`config.mk`:
```
export PLATFORM = sky130hd
export DESIGN_NAME = instruction_loader
export DESIGN_NICKNAME = d
export VERILOG_FILES = /design/src/rtl/instruction_loader.sv
export SDC_FILE = /design/constraint.sdc
export NUM_CORES = 1
export LEC_CHECK = 0
export ABC_AREA = 1
export BUFFER_PORTS_ARGS = -buffer_cell sky130_fd_sc_hd__buf_2
export CORE_ASPECT_RATIO = 2
export CORE_MARGIN = 2
export CORE_UTILIZATION = 50
export CTS_CLUSTER_DIAMETER = 200
export DETAILED_ROUTE_END_ITERATION = 6
export PLACE_DENSITY = 0.74
export REMOVE_ABC_BUFFERS = 1
export SYNTH_ARGS = -nofsm -noshare
export SYNTH_HDL_FRONTEND = slang
export SYNTH_SLANG_ARGS = --single-unit
```
`constraint.sdc`:
```
create_clock -name i_clock -period 1.3 [get_ports i_clock]
set_input_delay 0.195 -clock i_clock [delete_from_list [all_inputs] [get_ports i_clock]]
set_output_delay 0.195 -clock i_clock [all_outputs]
set_load 0.03 [all_outputs]
```
`src/rtl/instruction_loader.sv`:
```
// Byte-stream program loader: writes UART bytes to instruction memory from address 0
// and stops on an aligned halt word or on overflow. Optional inactivity timeout: LOADER_TIMEOUT_EN.
module instruction_loader #(
  parameter int                      NB_DATA        = 8,
  parameter int                      NB_ADDR_DEPTH  = 8,
  parameter int                      MEMORY_DEPTH   = 256,
  parameter int                      NB_INSTRUCTION = 32,
  parameter logic [NB_INSTRUCTION-1:0] HALT_WORD    = 32'hFFFF_FFFF,
  parameter int                      TIMEOUT_CYCLES = 1_000_000
) (
  input  logic                     i_clock,
  input  logic                     i_reset_n,
  input  logic                     i_start,
  input  logic [NB_DATA-1:0]       i_rx_data,
  input  logic                     i_rx_valid,
  output logic                     o_write_enable,
  output logic [NB_ADDR_DEPTH-1:0] o_write_addr,
  output logic [NB_DATA-1:0]       o_write_data,
  output logic                     o_busy,
  output logic                     o_done,
  output logic                     o_error,
  output logic [NB_ADDR_DEPTH-2:0] o_word_count,
  output logic [1:0]               o_dbg_state
);

  // Handshake: a byte is accepted when i_rx_valid is high in RECEIVE and i_start is low;
  // there is no backpressure, every accepted byte produces exactly one write strobe.

  localparam int BYTES_PER_WORD = NB_INSTRUCTION / NB_DATA;
  localparam int WORD_LSB       = $clog2(BYTES_PER_WORD);
  localparam int SH_W           = NB_INSTRUCTION - NB_DATA;
  localparam logic [NB_ADDR_DEPTH-1:0] LAST_ADDR = NB_ADDR_DEPTH'(MEMORY_DEPTH - 1);

  typedef enum logic [1:0] {
    ST_IDLE    = 2'd0,
    ST_RECEIVE = 2'd1,
    ST_DONE    = 2'd2,
    ST_ERROR   = 2'd3
  } state_t;

  state_t                     state_q, state_d;
  logic [NB_ADDR_DEPTH-1:0]   ptr_q, ptr_d;
  logic [SH_W-1:0]            word_q, word_d;
  logic                       we_q, we_d;
  logic [NB_ADDR_DEPTH-1:0]   addr_q, addr_d;
  logic [NB_DATA-1:0]         data_q, data_d;
  logic                       done_q, done_d;
  logic                       error_q, error_d;
  logic [NB_ADDR_DEPTH-2:0]   count_q, count_d;

  logic accept;
  logic word_end;
  logic halt_hit;
  logic error_set;
  logic timeout_hit;

  assign accept   = (state_q == ST_RECEIVE) && i_rx_valid && !i_start;
  assign word_end = accept && (ptr_q[WORD_LSB-1:0] == {WORD_LSB{1'b1}});
  // The word register only keeps the three older bytes; the current byte completes the compare.
  assign halt_hit = word_end && ({word_q, i_rx_data} == HALT_WORD);

`ifdef LOADER_TIMEOUT_EN
  localparam int TO_W = $clog2(TIMEOUT_CYCLES + 1);
  localparam logic [TO_W-1:0] TMO_LAST = TO_W'(TIMEOUT_CYCLES - 1);

  logic [TO_W-1:0] tmo_q, tmo_d;

  assign timeout_hit = (state_q == ST_RECEIVE) && !i_start && !i_rx_valid && (tmo_q == TMO_LAST);

  always_comb begin
    tmo_d = tmo_q;
    if (i_start || accept) begin
      tmo_d = '0;
    end else if (state_q == ST_RECEIVE) begin
      tmo_d = tmo_q + 1'b1;
    end
  end

  always_ff @(posedge i_clock or negedge i_reset_n) begin
    if (!i_reset_n) begin
      tmo_q <= '0;
    end else begin
      tmo_q <= tmo_d;
    end
  end
`else
  assign timeout_hit = 1'b0;
`endif

  assign error_set = (word_end && !halt_hit && (ptr_q == LAST_ADDR)) || timeout_hit;

  always_ff @(posedge i_clock or negedge i_reset_n) begin
    if (!i_reset_n) begin
      state_q <= ST_IDLE;
    end else begin
      state_q <= state_d;
    end
  end

  always_comb begin
    state_d = state_q;
    if (i_start) begin
      state_d = ST_RECEIVE;
    end else if (halt_hit) begin
      state_d = ST_DONE;
    end else if (error_set) begin
      state_d = ST_ERROR;
    end
  end

  always_comb begin
    ptr_d   = ptr_q;
    word_d  = word_q;
    we_d    = 1'b0;
    addr_d  = addr_q;
    data_d  = data_q;
    done_d  = done_q;
    error_d = error_q;
    count_d = count_q;
    if (i_start) begin
      ptr_d   = '0;
      word_d  = '0;
      count_d = '0;
      done_d  = 1'b0;
      error_d = 1'b0;
    end else if (accept) begin
      we_d   = 1'b1;
      addr_d = ptr_q;
      data_d = i_rx_data;
      ptr_d  = ptr_q + 1'b1;
      word_d = {word_q[SH_W-NB_DATA-1:0], i_rx_data};
      if (word_end) begin
        count_d = count_q + 1'b1;
      end
      if (halt_hit) begin
        done_d = 1'b1;
      end else if (error_set) begin
        error_d = 1'b1;
      end
    end else if (timeout_hit) begin
      error_d = 1'b1;
    end
  end

  always_ff @(posedge i_clock or negedge i_reset_n) begin
    if (!i_reset_n) begin
      ptr_q   <= '0;
      word_q  <= '0;
      we_q    <= 1'b0;
      addr_q  <= '0;
      data_q  <= '0;
      done_q  <= 1'b0;
      error_q <= 1'b0;
      count_q <= '0;
    end else begin
      ptr_q   <= ptr_d;
      word_q  <= word_d;
      we_q    <= we_d;
      addr_q  <= addr_d;
      data_q  <= data_d;
      done_q  <= done_d;
      error_q <= error_d;
      count_q <= count_d;
    end
  end

  assign o_write_enable = we_q;
  assign o_write_addr   = addr_q;
  assign o_write_data   = data_q;
  assign o_busy         = (state_q == ST_RECEIVE);
  assign o_done         = done_q;
  assign o_error        = error_q;
  assign o_word_count   = count_q;
  assign o_dbg_state    = state_q;

endmodule

```
# Word-level counts from Yosys, hierarchy flattened
# Index checks and enable logic that the tools add are counted.
# totals
reg_bits	60
input_bits	12
output_inout_bits	29
word_cells	53
# classes
addsub	2
eq_ne	5
n_mux	19
bitwise	1
n_reduce_logical	17
# op_table
op	count
24-bit 2-to-1 mux	2
32-bit == test, second input constant	1
7-bit 2-to-1 mux	3
8-bit 2-to-1 mux	2
1-bit 2-to-1 mux	9
8-bit by 1-bit adder with 8-bit output, second input constant	1
8-bit == test, second input constant	1
2-bit nonzero test	4
7-bit by 1-bit adder with 7-bit output, second input constant	1
1-bit logical AND	6
2-bit 2-to-1 mux	3
2-bit AND reduction	3
3-bit AND reduction	1
3-bit nonzero test	1
2-bit by 1-bit == test with 1-bit output, second input constant	1
2-bit == test, second input constant	1
1-bit logical NOT	2
2-bit != test, second input constant	1
1-bit NOT	1

# Depth between registers and ports, before layout
# Gate-level depths: netlist of run 1.
# logic_depth
ltp_word	12
depth_mapped	9
depth_no_buf	9

# Worst setup path before layout of run 1
# No wires, ideal clock.
# synth_path
path_kind	register to register
startpoint	register state_q[0], in the netlist o_dbg_state[0]
endpoint	register addr_q[0], in the netlist o_write_addr[0]
setup_ns	0.118
t_arrival_ns	1.319
required_time_ns	1.182
path_slack_ns	-0.137
path_stages_with_launch	7
path_buffers	1
period_less_slack_ns	1.437
path_cell_list	dfrtp_1 -> nand3_4 -> nor2_4 -> inv_2 -> buf_2 -> nand2_1 -> nand2_1
# synth_between
elab_chain_len	4
# synth_rtl
item	line	text
start, declared	41	state_t state_q, state_d;
start signal, assigned	96	state_q <= state_d;
2-bit by 1-bit == test with 1-bit output	57	assign accept = (state_q == ST_RECEIVE) && i_rx_valid && !i_start;
1-bit logical AND (2 in a row)	57	
2-bit AND reduction (no line)	--	
end signal, assigned	159	addr_q <= addr_d;
end, declared	45	logic [NB_ADDR_DEPTH-1:0] addr_q, addr_d;
# Every way passes these cells.
# A chain may end at the register's enable or synchronous reset.

# Final worst setup path of run 1
# layout_path
startpoint	register state_q[1], in the netlist o_dbg_state[1]
endpoint	register word_q[15]
# layout_between
elab_chain_len	4
# layout_rtl
item	line	text
2-bit by 1-bit == test with 1-bit output	57	
1-bit logical AND (2 in a row)	57	
2-bit nonzero test (no line)	--	
end signal, assigned	157	word_q <= word_d;
end, declared	43	logic [SH_W-1:0] word_q, word_d;
# Every way passes these cells.

==> metrics.md, run 1 <==
| Metric | Value |
|---|---|
| Sequential power share | 0.492 |
| Slew at the pin closest to its max-slew limit | between 0.3 and 0.4 ns |
| Yosys reg bits | 60 |
| Outcome | complete, but fails checks |
| HP Class | in -> reg |
| Synth warn | 0 |
| Setup TNS | -1.41 ns |
| Area grow syn2layout | 30.6% |
| Crit path max-delay cell type | dfrtp_1 |
| Post-synth cell types | 30 |
| Total power density per cell area | between 1000 and 1500 nW/µm² |
| CP Cell Sequence | inv_2 > nand3_4 > buf_4 > buf_4 > nand2_2 > clkbuf_16 > o22ai_1 |
| Placed inst area | approximately 3000 µm² |
| Final Instance Area | between 3000 and 4000 µm² |
| Synth area leaders | dfrtp_1, nand2_1, inv_1, nor2_1, nand3_1 |
| Starting DRT DRC Count | 37 |
| Share of layout cells above drive strength 1 | 0.331 |
| WP buf/inv | 4 |
| Cts bufs inserted | 9 |
| Register area share after synthesis | 0.572 |
| Slew HR | 0.787 |
| Worst Path Arrival | between 1.5 and 2 ns |
| WL final | roughly 6000 µm |
| Initial Util | 0.516 |
| Row count | 37 |
| Root Buffer | clkbuf_8 |
| DR vias/cell | just over 5 |
| CP Class | reg -> reg |
| Area leader, netlist | dfrtp_1 |
| Max Cap Viol | 0 |
| Core Footprint | approximately 5000 µm² |
| Worst clock skew | about 0.0090 ns |
| Crit-path max FO | 8 |
| Fill cells | a little over 400 |
| H-tree levels | 3 |
| CP endpoint kind | flop |
| Fin crit share | 1.05 |
| P_leak | around 1.7 nW |
| Final Hold Vio Count | 0 |
| Antenna-violating nets left | 0 |
| Post-synth top area share | 0.572 |
| Die X | roughly 55 µm |
| Comb pwr share | 0.141 |
| Drt wl/cell | 14.4 µm |
| Crit-path max cell delay | ~0.39 ns |
| Worst setup SP type | flop |
| Die Y | ~110 µm |
| Commonest non-fill, non-tap cell in the layout | nand2_1 |
| R2R Setup Slk | -0.07 ns |
| Num ports | 41 |
| VDD IR max | 0.00112 V |
| Clk buf depth | 2 |
| Clock Sinks | 60 |
| Failing checks | negative setup slack |
| Cell mode on critical path | buf_4 |
| Syn Inst Count | around 290 |
| Total vias in the final route | 2,145 |
| RePlAce Congestion | ~0.86 |
| Die Area | ~6000 µm² |
| TritonCTS clock tree | done |
| Unrepaired setup endpoints after global routing | yes |
| Hpwl dp | just under 4000 µm |
| Sw frac | 0.266 |
| Skew-Pair Late Insertion Delay | around 0.34 ns |
| Post-route setup slack | -0.0681 ns |
| DRC | 0 |
| Nets | 374 |
| GR Overflow Total | 0 |
| Int Pwr | between 0.002 and 0.003 W |
| Vias in the first global route | ~2,100 |
| F_max | roughly 730 MHz |
| First-pass GRT wire length | approximately 9300 µm |
| Final setup viols | 39 |
| Diodes inserted | 0 |
| Final core utilization | 0.673 |
| Synthesized area | 2630 µm² |
| WHS | 0.0899 ns |
| Initial antenna violation count | 0 |
| Sw power | about 0.0011 W |
| Port Buf Inserts | 40 |
| Tmin final | roughly 1.4 ns |
| Commonest non-fill, non-tap cells in the layout | nand2_1, dfrtp_1, buf_2, inv_1, nor2_1 |
| GRT Total Usage | 0.209 |
| Clock power share | 0.367 |
| Delay-heaviest family, CP | buffers and inverters |
| Drt pass-1 iters | 4 |
| Slew Limit Fails | 0 |
| Clock-pin slew on the worst setup and hold paths | ~0.06 ns |
| Avg Synthesized Cell Area | a little over 9 µm² |
| Placed cells | between 300 and 400 |
| Fin cells | 421 |
| CP required | roughly 1.5 ns |
| Largest net degree at the start of global routing | between 60 and 70 |
[synthesized netlist by cell type]
master / number
nor3b_1: 1
nand4_1: 3
o21bai_1: 1
o22ai_1: 7
clkbuf_1: 2
dfrtp_1: 60
o21a_1: 3
nand2_4: 1
nand3_1: 17
nand3_4: 1
o21ai_0: 12
xor2_1: 2
a22o_1: 1
nor2_8: 1
a21oi_1: 7
nor3_2: 1
inv_2: 5
nor2_4: 2
nor3_1: 2
inv_1: 28
ha_1: 2
o22ai_2: 2
buf_4: 1
buf_6: 2
a31o_2: 1
nor2_1: 24
buf_2: 3
o21ai_2: 8
nand2_1: 85
a31oi_1: 2
[power groups by stage]
stage | logic [W] | clock network (W) | registers (W)
after floorplan | 0.000155 | 0 | 0.00215
after global placement | 0.000492 | 0 | 0.00202
after detailed placement | 0.000501 | 0 | 0.00203
after CTS | 0.000522 | 0.00154 | 0.00200
after global routing | 0.000625 | 0.00161 | 0.00201
final | 0.000575 | 0.00149 | 0.00200
[per-stage QoR]
step / setup slack (ns) / power (W)
2_1_floorplan: -0.394 / 0.00230
3_3_place_gp: -0.0442 / 0.00252
3_5_place_dp: -0.0986 / 0.00253
4_1_cts: -0.0197 / 0.00406
5_1_grt: -0.134 / 0.00424
6_report: -0.0681 / 0.00407
[worst reg2reg max path, stage by stage (launching register included)]
cell and delay (ns):
dfrtp_1 0.39, inv_2 0.08, nand3_4 0.10, buf_4 0.17, buf_4 0.14, nand2_2 0.12
clkbuf_16 0.17, o22ai_1 0.07
[state kept, by name, indices dropped and copies added, names as in the netlist]
signal / flops
o_error: 1
o_write_addr: 8
o_word_count: 7
o_dbg_state: 2
o_done: 1
ptr_q: 8
o_write_enable: 1
word_q: 24
o_write_data: 8
[final timing paths]
check,start,endpoint,cells after the start
min in group asynchronous,i_reset_n,o_write_addr[3]$_DFFE_PN0P_,3
max in group asynchronous,i_reset_n,o_word_count[0]$_DFFE_PN0P_,3
max,o_dbg_state[1]$_DFFE_PN0P_,word_q[15]$_DFFE_PN0P_,7
max reg2reg,o_dbg_state[1]$_DFFE_PN0P_,word_q[15]$_DFFE_PN0P_,7
min,i_rx_data[2],o_write_data[2]$_DFFE_PN0P_,3
min reg2reg,o_write_addr[2]$_DFFE_PN0P_,o_write_addr[2]$_DFFE_PN0P_,2
[logic make-up after synthesis]
| family | Yosys count | share of synthesized area |
|---|---|---|
| compound gates | 44 | 0.112 |
| xor+xnor | 2 | 0.00667 |
| fa+ha+maj | 2 | 0.00953 |
| buf+inv | 41 | 0.0672 |
| flops | 60 | 0.572 |
| simple gates | 138 | 0.233 |
[routing by layer]
metal / up-vias / wire (µm) / track usage / part of all wire
li1: 1064 / - / - / -
met1: 1029 / 2230 / 0.212 / 0.37
met2: 41 / 3500 / 0.377 / 0.58
met3: 11 / 196 / 0.0584 / 0.032
met4: 0 / 151 / 0.115 / 0.025
met5: - / 0 / 0 / 0
[final cells by class]
cell class	count	area (µm²)	area share
clock buffers	12	165	0.0482
repair buffers	70	547	0.159
flip-flops and latches	60	1500	0.438
clock inverters	2	10.0	0.00292
inverters	33	126	0.0368
well taps	58	72.6	0.0212
multi-input cells	186	1010	0.294
[what timing repair did]
action / CTS / global route
gates resized for setup: 6 / 23
endpoints found under the setup margin: 21 / 51
hold buffers: 1 / 0
pin swaps: 5 / 5
buffers inserted: 5 / 2
gates cloned: 0 / 3
hold endpoints to repair: 60 / 0
(Power assumes the default switching activity.)
==> run 2: changes to the inputs <==
--- a/config.mk
+++ b/config.mk
@@ -7,12 +7,13 @@
 export LEC_CHECK = 0
 export ABC_AREA = 1
 export BUFFER_PORTS_ARGS = -buffer_cell sky130_fd_sc_hd__buf_2
-export CORE_ASPECT_RATIO = 2
+export CORE_ASPECT_RATIO = 0.5
 export CORE_MARGIN = 2
 export CORE_UTILIZATION = 50
 export CTS_CLUSTER_DIAMETER = 200
+export CTS_CLUSTER_SIZE = 14
 export DETAILED_ROUTE_END_ITERATION = 6
-export PLACE_DENSITY = 0.74
+export PLACE_DENSITY_LB_ADDON = 0.05
 export REMOVE_ABC_BUFFERS = 1
 export SYNTH_ARGS = -nofsm -noshare
 export SYNTH_HDL_FRONTEND = slang
==> run 2 against run 1 <==
Net effect: global-route usage decreased by 0.58 points; via count about the same; first-iteration DRC count increased by 120%; largest power group unchanged; register-to-register slack about the same; worst setup slack improved by 0.0071 ns; die area unchanged; sequential share of layout area decreased by 0.97 points; the flow still finishes with violations (negative setup slack); sequential cell count unchanged; sequential power about the same; clock skew increased by 0.0020 ns; combinational power decreased by 4.2%; non-clock buffer count increased by 4; critical path type unchanged.
==> metrics.md, run 2 (synthesis gave the netlist of run 1 again) <==
| Metric | Value |
|---|---|
| TritonCTS clock tree | done |
| Commonest non-fill, non-tap cell in the layout | nand2_1 |
| Post-route setup slack | -0.0610 ns (+0.00711 ns) |
| Die X | 106 µm (+93%) |
| Crit-path max FO | 3 (-5) |
| Drt wl/cell | 12.9 µm (-10%) |
| Tmin final | 1.36 ns (-0.00711 ns) |
| R2R Setup Slk | -0.06 ns (about the same) |
| Worst Path Arrival | 1.59 ns (about the same) |
| CP Cell Sequence | inv_2 > nand3_4 > buf_6 > nor3_4 > nand3_2 > buf_4 > nand2_1 > inv_1 |
| Nets | 378 (+1.1%) |
| Fin crit share | 1.05 (-0.00547) |
| Max reg flops | 24 (unchanged) |
| Hpwl dp | 3580 µm (-8.5%) |
| Total vias in the final route | 2,146 (+0.047%) |
| WP buf/inv | 4 (unchanged) |
| HP Class | in -> reg |
| F_max | 735 MHz (+0.52%) |
| Fin cells | 439 (+4.3%) |
| RePlAce Congestion | 0.766 (-11%) |
| Top reg by flops | word_q |
| Area grow syn2layout | 33.5% |
| Comb pwr share | 0.130 (-0.011) |
| Multi-input gate area | 1040 µm² (+3.7%) |
| Delay-heaviest family, CP | simple AND/OR/NAND/NOR gates |
| Crit path max-delay cell type | dfrtp_1 |
| Starting DRT DRC Count | 80 (+120%) |
| Crit-path max cell delay | 0.39 ns (about the same) |
| CP endpoint kind | flop |
| Unrepaired setup endpoints after global routing | yes |
| DR vias/cell | 4.89 (-4.1%) |
| CP required | 1.53 ns (about the same) |
| H-tree levels | 3 (unchanged) |
| Hold Path Depth | 3 (unchanged) |
| Clock power share | 0.401 (+0.034) |
| Clock Sinks | 60 (unchanged) |
| Port Buf Inserts | 40 (unchanged) |
| Initial antenna violation count | 0 (unchanged) |
| Worst clock skew | 0.0110 ns (+0.00204 ns) |
| Largest net degree at the start of global routing | 61 (unchanged) |
| Sw frac | 0.265 (-0.00104) |
| VDD IR max | 0.000804 V (-28%) |
| Die Y | 55.2 µm (-48%) |
| Fill cells | 405 (-2.2%) |
| WHS | 0.0903 ns (+0.000418 ns) |
| Final setup viols | 9 (-77%) |
| Failing checks | negative setup slack |
| Total power density per cell area | 1210 nW/µm² (+2.3%) |
| Vias in the first global route | 1,995 (-5.6%) |
| PnR Total Power | 0.00425 W (+4.6%) |
| Drt pass-1 iters | 4 (unchanged) |
| Root Buffer | clkbuf_8 |
| Max Cap Viol | 0 (unchanged) |
| WL final | 5680 µm (-6.6%) |
| Sw power | 0.00113 W (+4.2%) |
| First-pass GRT wire length | 9080 µm (-2.1%) |
| Slew at the pin closest to its max-slew limit | 0.325 ns (+0.00615 ns) |
| Slew Limit Fails | 0 (unchanged) |
| GR Overflow Total | 0 (unchanged) |
| CP Depth | 8 (+1) |
| Worst setup SP type | flop |
| Clk buf depth | 2 (unchanged) |
| Sequential power share | 0.469 (-0.023) |
| Reg2Reg Depth | 8 (+1) |
| Final Hold Vio Count | 0 (unchanged) |
| CP Class | reg -> reg |
| Num ports | 41 (unchanged) |
| Core Footprint | 5000 µm² (-1.8%) |
| Die Area | 5880 µm² (unchanged) |
| Clock-pin slew on the worst setup and hold paths | 0.07 ns (about the same) |
| Int Pwr | 0.00312 W (+4.8%) |
| Skew-Pair Late Insertion Delay | 0.34 ns (about the same) |
| Diodes inserted | 0 (unchanged) |
| Row count | 18 (-51%) |
| Dpl ws | -0.125 ns (-0.0264 ns) |
| Outcome | complete, but fails checks |
| Register area | 1500 µm² (unchanged) |
| P_leak | 1.76 nW (+0.45%) |
| Slew HR | 0.783 (-0.00410) |
| DRC | 0 (unchanged) |
| Cts bufs inserted | 9 (unchanged) |
| Commonest non-fill, non-tap cells in the layout | nand2_1, dfrtp_1, buf_2, inv_1, buf_4 |
| Initial Util | 0.525 (+0.00955) |
| Share of layout cells above drive strength 1 | 0.363 (+0.0326) |
| Placed cells | 408 (+3.0%) |
| Antenna-violating nets left | 0 (unchanged) |
| GRT Total Usage | 0.204 (-0.00582) |
| Final core utilization | 0.701 (+0.0280) |
## run 2: area by class of cell
| class | count | share of cell area |
|---|---|---|
| Sequential cell | 60 | 0.428 |
| Multi-Input combinational cell | 186 | 0.298 |
| Timing Repair Buffer | 74 | 0.151 |
| Clock buffer | 12 | 0.0442 |
| Inverter | 33 | 0.0403 |
| Tap cell | 70 | 0.0250 |
| Clock inverter | 4 | 0.0136 |
## run 2: what timing repair did
item | 4_1_cts | 5_1_grt
hold endpoints to repair | 60 | 0
hold buffers | 1 | 0
pin swaps | 3 | 14
setup endpoints to repair | 43 | 50
setup buffers | 5 | 9
resized for setup | 14 | 35
## run 2: path summary, 6_finish.rpt
| path | start | end |
|---|---|---|
| worst min-delay path | i_rx_data[1] | word_q[1]$_DFFE_PN0P_ |
| worst max register to register | o_dbg_state[1]$_DFFE_PN0P_ | o_dbg_state[0]$_DFFE_PN0P_ |
| max in group asynchronous | i_reset_n | word_q[17]$_DFFE_PN0P_ |
| worst min register to register | o_write_addr[1]$_DFFE_PN0P_ | o_write_addr[1]$_DFFE_PN0P_ |
| min in group asynchronous | i_reset_n | o_write_addr[3]$_DFFE_PN0P_ |
| worst max-delay path | o_dbg_state[1]$_DFFE_PN0P_ | o_dbg_state[0]$_DFFE_PN0P_ |
## run 2: worst register-to-register path, stage by stage (launching register included)
cell and delay [ns]:
dfrtp_1 0.39, inv_2 0.09, nand3_4 0.08, buf_6 0.14, nor3_4 0.22, nand3_2 0.10
buf_4 0.15, nand2_1 0.05, inv_1 0.03
## run 2: through the flow
stage	area (µm²)	setup TNS, ns
4_1_cts	3330	-0.131
6_report	3510	-0.205
5_1_grt	3510	-2.42
3_5_place_dp	3030	-1.93
2_1_floorplan	2570	-13.70
3_3_place_gp	3030	-0.637
## run 2: routing by layer
layer | routed length, µm | GRT usage
met5 | 0 | 0
met4 | 55 | 0.0779
met3 | 322 | 0.0720
met2 | 2690 | 0.309
met1 | 2610 | 0.271
## run 2: power groups by stage
| stage | Clock (W) | Sequential (W) | Combinational [W] |
|---|---|---|---|
| 2_1_floorplan | 0 | 0.00215 | 0.000155 |
| 3_3_place_gp | 0 | 0.00202 | 0.000483 |
| 3_5_place_dp | 0 | 0.00203 | 0.000494 |
| 4_1_cts | 0.00175 | 0.00199 | 0.000516 |
| 5_1_grt | 0.00183 | 0.00201 | 0.000602 |
| 6_report | 0.00171 | 0.00200 | 0.000551 |
==> run 3: changes to the inputs <==
--- a/config.mk
+++ b/config.mk
@@ -9,11 +9,11 @@
 export BUFFER_PORTS_ARGS = -buffer_cell sky130_fd_sc_hd__buf_2
 export CORE_ASPECT_RATIO = 0.5
 export CORE_MARGIN = 2
-export CORE_UTILIZATION = 50
+export CORE_UTILIZATION = 53
 export CTS_CLUSTER_DIAMETER = 200
 export CTS_CLUSTER_SIZE = 14
 export DETAILED_ROUTE_END_ITERATION = 6
-export PLACE_DENSITY_LB_ADDON = 0.05
+export PLACE_DENSITY = 0.75
 export REMOVE_ABC_BUFFERS = 1
 export SYNTH_ARGS = -nofsm -noshare
 export SYNTH_HDL_FRONTEND = slang
==> constraint.sdc (replaced) <==
create_clock -name i_clock -period 1.5 [get_ports i_clock]
set_input_delay 0.225 -clock i_clock [delete_from_list [all_inputs] [get_ports i_clock]]
set_output_delay 0.225 -clock i_clock [all_outputs]
set_load 0.03 [all_outputs]
==> run 3 against run 2 <==
Net effect: the flow now finishes without violations; register-to-register slack improved by 0.08 ns; die area decreased by 5.4%; hold slack improved by 0.042 ns; design area decreased by 9.2%; critical path depth unchanged; sequential cell count unchanged; sequential share of layout area increased by 4.4 points; clock power decreased by 16%; maximum frequency decreased by 7.9%; via count decreased by 3.8%; critical path type unchanged; critical endpoint is now ptr_q[7]$_DFFE_PN0P_; largest cell class unchanged.
==> metrics.md, run 3 (synthesis gave the netlist of run 1 again) <==
| Metric | Value |
|---|---|
| Initial antenna violation count | 0 (unchanged) |
| VDD IR max | 0.000604 V (-25%) |
| Worst setup SP type | flop |
| Sequential power share | 0.483 (+0.014) |
| DRC | 0 (unchanged) |
| Root Buffer | clkbuf_8 |
| Nets | 354 (-6.3%) |
| Fin crit share | 0.985 (-0.0620) |
| Max Cap Viol | 0 (unchanged) |
| Num ports | 41 (unchanged) |
| Row count | 18 (unchanged) |
| Initial Util | 0.542 (+0.0171) |
| Diodes inserted | 0 (unchanged) |
| Final core utilization | 0.657 (-0.0441) |
| CP Class | reg -> reg |
| Clock-pin slew on the worst setup and hold paths | 0.08 ns (about the same) |
| Total power density per cell area | 1130 nW/µm² (-7.0%) |
| Skew-Pair Late Insertion Delay | 0.33 ns (about the same) |
| Final Hold Vio Count | 0 (unchanged) |
| Clk buf depth | 2 (unchanged) |
| Antenna-violating nets left | 0 (unchanged) |
| Commonest non-fill, non-tap cell in the layout | nand2_1 |
| Area grow syn2layout | 21.2% |
| Hpwl dp | 3420 µm (-4.4%) |
| Outcome | complete, no violations |
| Total vias in the final route | 2,064 (-3.8%) |
| P_leak | 1.61 nW (-8.4%) |
| Slew at the pin closest to its max-slew limit | 0.415 ns (+0.0897 ns) |
| F_max | 677 MHz (-7.9%) |
| Clock Sinks | 60 (unchanged) |
| Top reg by flops | word_q |
| Share of layout cells above drive strength 1 | 0.261 (-0.102) |
| TritonCTS clock tree | done |
| Worst clock skew | 0.00778 ns (-0.00327 ns) |
| Port Buf Inserts | 40 (unchanged) |
| GR Overflow Total | 0 (unchanged) |
| Starting DRT DRC Count | 115 (+44%) |
| Largest net degree at the start of global routing | 61 (unchanged) |
| Drt pass-1 iters | 4 (unchanged) |
| Final setup viols | 0 (-9) |
| Sw power | 0.00100 W (-11%) |
| Sw frac | 0.279 (+0.0135) |
| Commonest non-fill, non-tap cells in the layout | nand2_1, dfrtp_1, buf_2, inv_1, nor2_1 |
| Max reg flops | 24 (unchanged) |
| Worst Path Arrival | 1.73 ns (+0.14 ns) |
| DR vias/cell | 4.97 (+1.7%) |
| Slew Limit Fails | 0 (unchanged) |
| Die Y | 53.8 µm (-2.7%) |
| Crit-path max FO | 14 (+11) |
| Cts bufs inserted | 9 (unchanged) |
| First-pass GRT wire length | 8490 µm (-6.5%) |
| Slew HR | 0.723 (-0.0598) |
| CP endpoint kind | flop |
| Setup TNS | 0 ns (+0.205 ns) |
| Int Pwr | 0.00259 W (-17%) |
| Core Footprint | 4840 µm² (-3.2%) |
| RePlAce Congestion | 0.757 (-1.2%) |
| Tmin final | 1.48 ns (+0.116 ns) |
| Vias in the first global route | 1,920 (-3.8%) |
| CP required | 1.76 ns (+0.23 ns) |
| GRT Total Usage | 0.201 (-0.00210) |
| WL final | 5330 µm (-6.1%) |
| Die X | 104 µm (-2.8%) |
| Drt wl/cell | 12.8 µm (-0.63%) |
| Clock power share | 0.403 (+0.002) |
| Die Area | 5570 µm² (-5.4%) |
| HP Class | in -> reg |
| Comb pwr share | 0.115 (-0.015) |
| Unrepaired setup endpoints after global routing | yes |
| H-tree levels | 3 (unchanged) |
==> run 3: cell count changes in the layout (fill, tap and decap cells not counted), sizes merged <==
cell / previous run / this run
clkinvlp: 1 / 2
clkinv: 2 / 3
clkbuf: 12 / 9
buf: 73 / 49
inv: 33 / 34
==> run 3: through the flow <==
step	worst slack, ns	cells	instance area (µm²)	hold slack, ns	power (W)
after floorplan	-0.194	279	2570	-0.0706	0.00199
after detailed placement	0.0601	396	2940	0.259	0.00217
after global placement	0.0976	396	2940	0.244	0.00215
final	0.0227	415	3180	0.132	0.00359
after global routing	-0.0661	415	3180	0.127	0.00373
after CTS	0.0206	413	3150	0.117	0.00361
==> run 3: power groups by stage <==
| stage | clock (W) | sequential, W | combinational [W] |
|---|---|---|---|
| after floorplan | 0 | 0.00186 | 0.000134 |
| after global placement | 0 | 0.00176 | 0.000393 |
| after detailed placement | 0 | 0.00176 | 0.000404 |
| after CTS | 0.00147 | 0.00173 | 0.000407 |
| after global routing | 0.00153 | 0.00174 | 0.000454 |
| final | 0.00144 | 0.00173 | 0.000411 |
==> run 3: area by class of cell <==
class | instances | area (µm²)
inverters | 33 | 126
fillers | 395 | 1660
clock inverters | 7 | 76.3
clock buffers | 9 | 124
well taps | 70 | 87.6
repair buffers | 50 | 310
flip-flops and latches | 60 | 1500
multi-input cells | 186 | 957
==> run 3: path summary, 6_finish.rpt <==
path,cells past startpoint,from,to,slack [ns]
max,8,o_dbg_state[1]$_DFFE_PN0P_,ptr_q[7]$_DFFE_PN0P_,0.02
min,3,i_rx_data[6],o_write_data[6]$_DFFE_PN0P_,0.13
max reg2reg,8,o_dbg_state[1]$_DFFE_PN0P_,ptr_q[7]$_DFFE_PN0P_,0.02
min reg2reg,2,o_write_data[1]$_DFFE_PN0P_,o_write_data[1]$_DFFE_PN0P_,0.47
max in group asynchronous,3,i_reset_n,o_word_count[5]$_DFFE_PN0P_,0.78
min in group asynchronous,3,i_reset_n,o_write_data[5]$_DFFE_PN0P_,0.46
==> run 3: critical path: stages, from the launching register on <==
cell and delay, ns:
dfrtp_1 0.40, inv_2 0.08, nand3_4 0.14, buf_8 0.20, nor2_4 0.11, nand3_1 0.14, o21bai_1 0.15, nand2_1 0.07
a21oi_1 0.12
==> run 3: timing repair <==
| action | in CTS | in global routing |
|---|---|---|
| endpoints found under the hold margin | 60 | 0 |
| setup buffers | 0 | 2 |
| resized for setup | 0 | 8 |
| hold buffers | 1 | 0 |
| setup endpoints to repair | 0 | 17 |
==> run 3: routing by layer <==
layer | share of wire | vias up | track usage
met4 | 0.014 | 0 | 0.0833
met3 | 0.049 | 7 | 0.0630
li1 | - | 1024 | -
met2 | 0.47 | 51 | 0.359
met1 | 0.47 | 982 | 0.238
met5 | 0 | - | 0
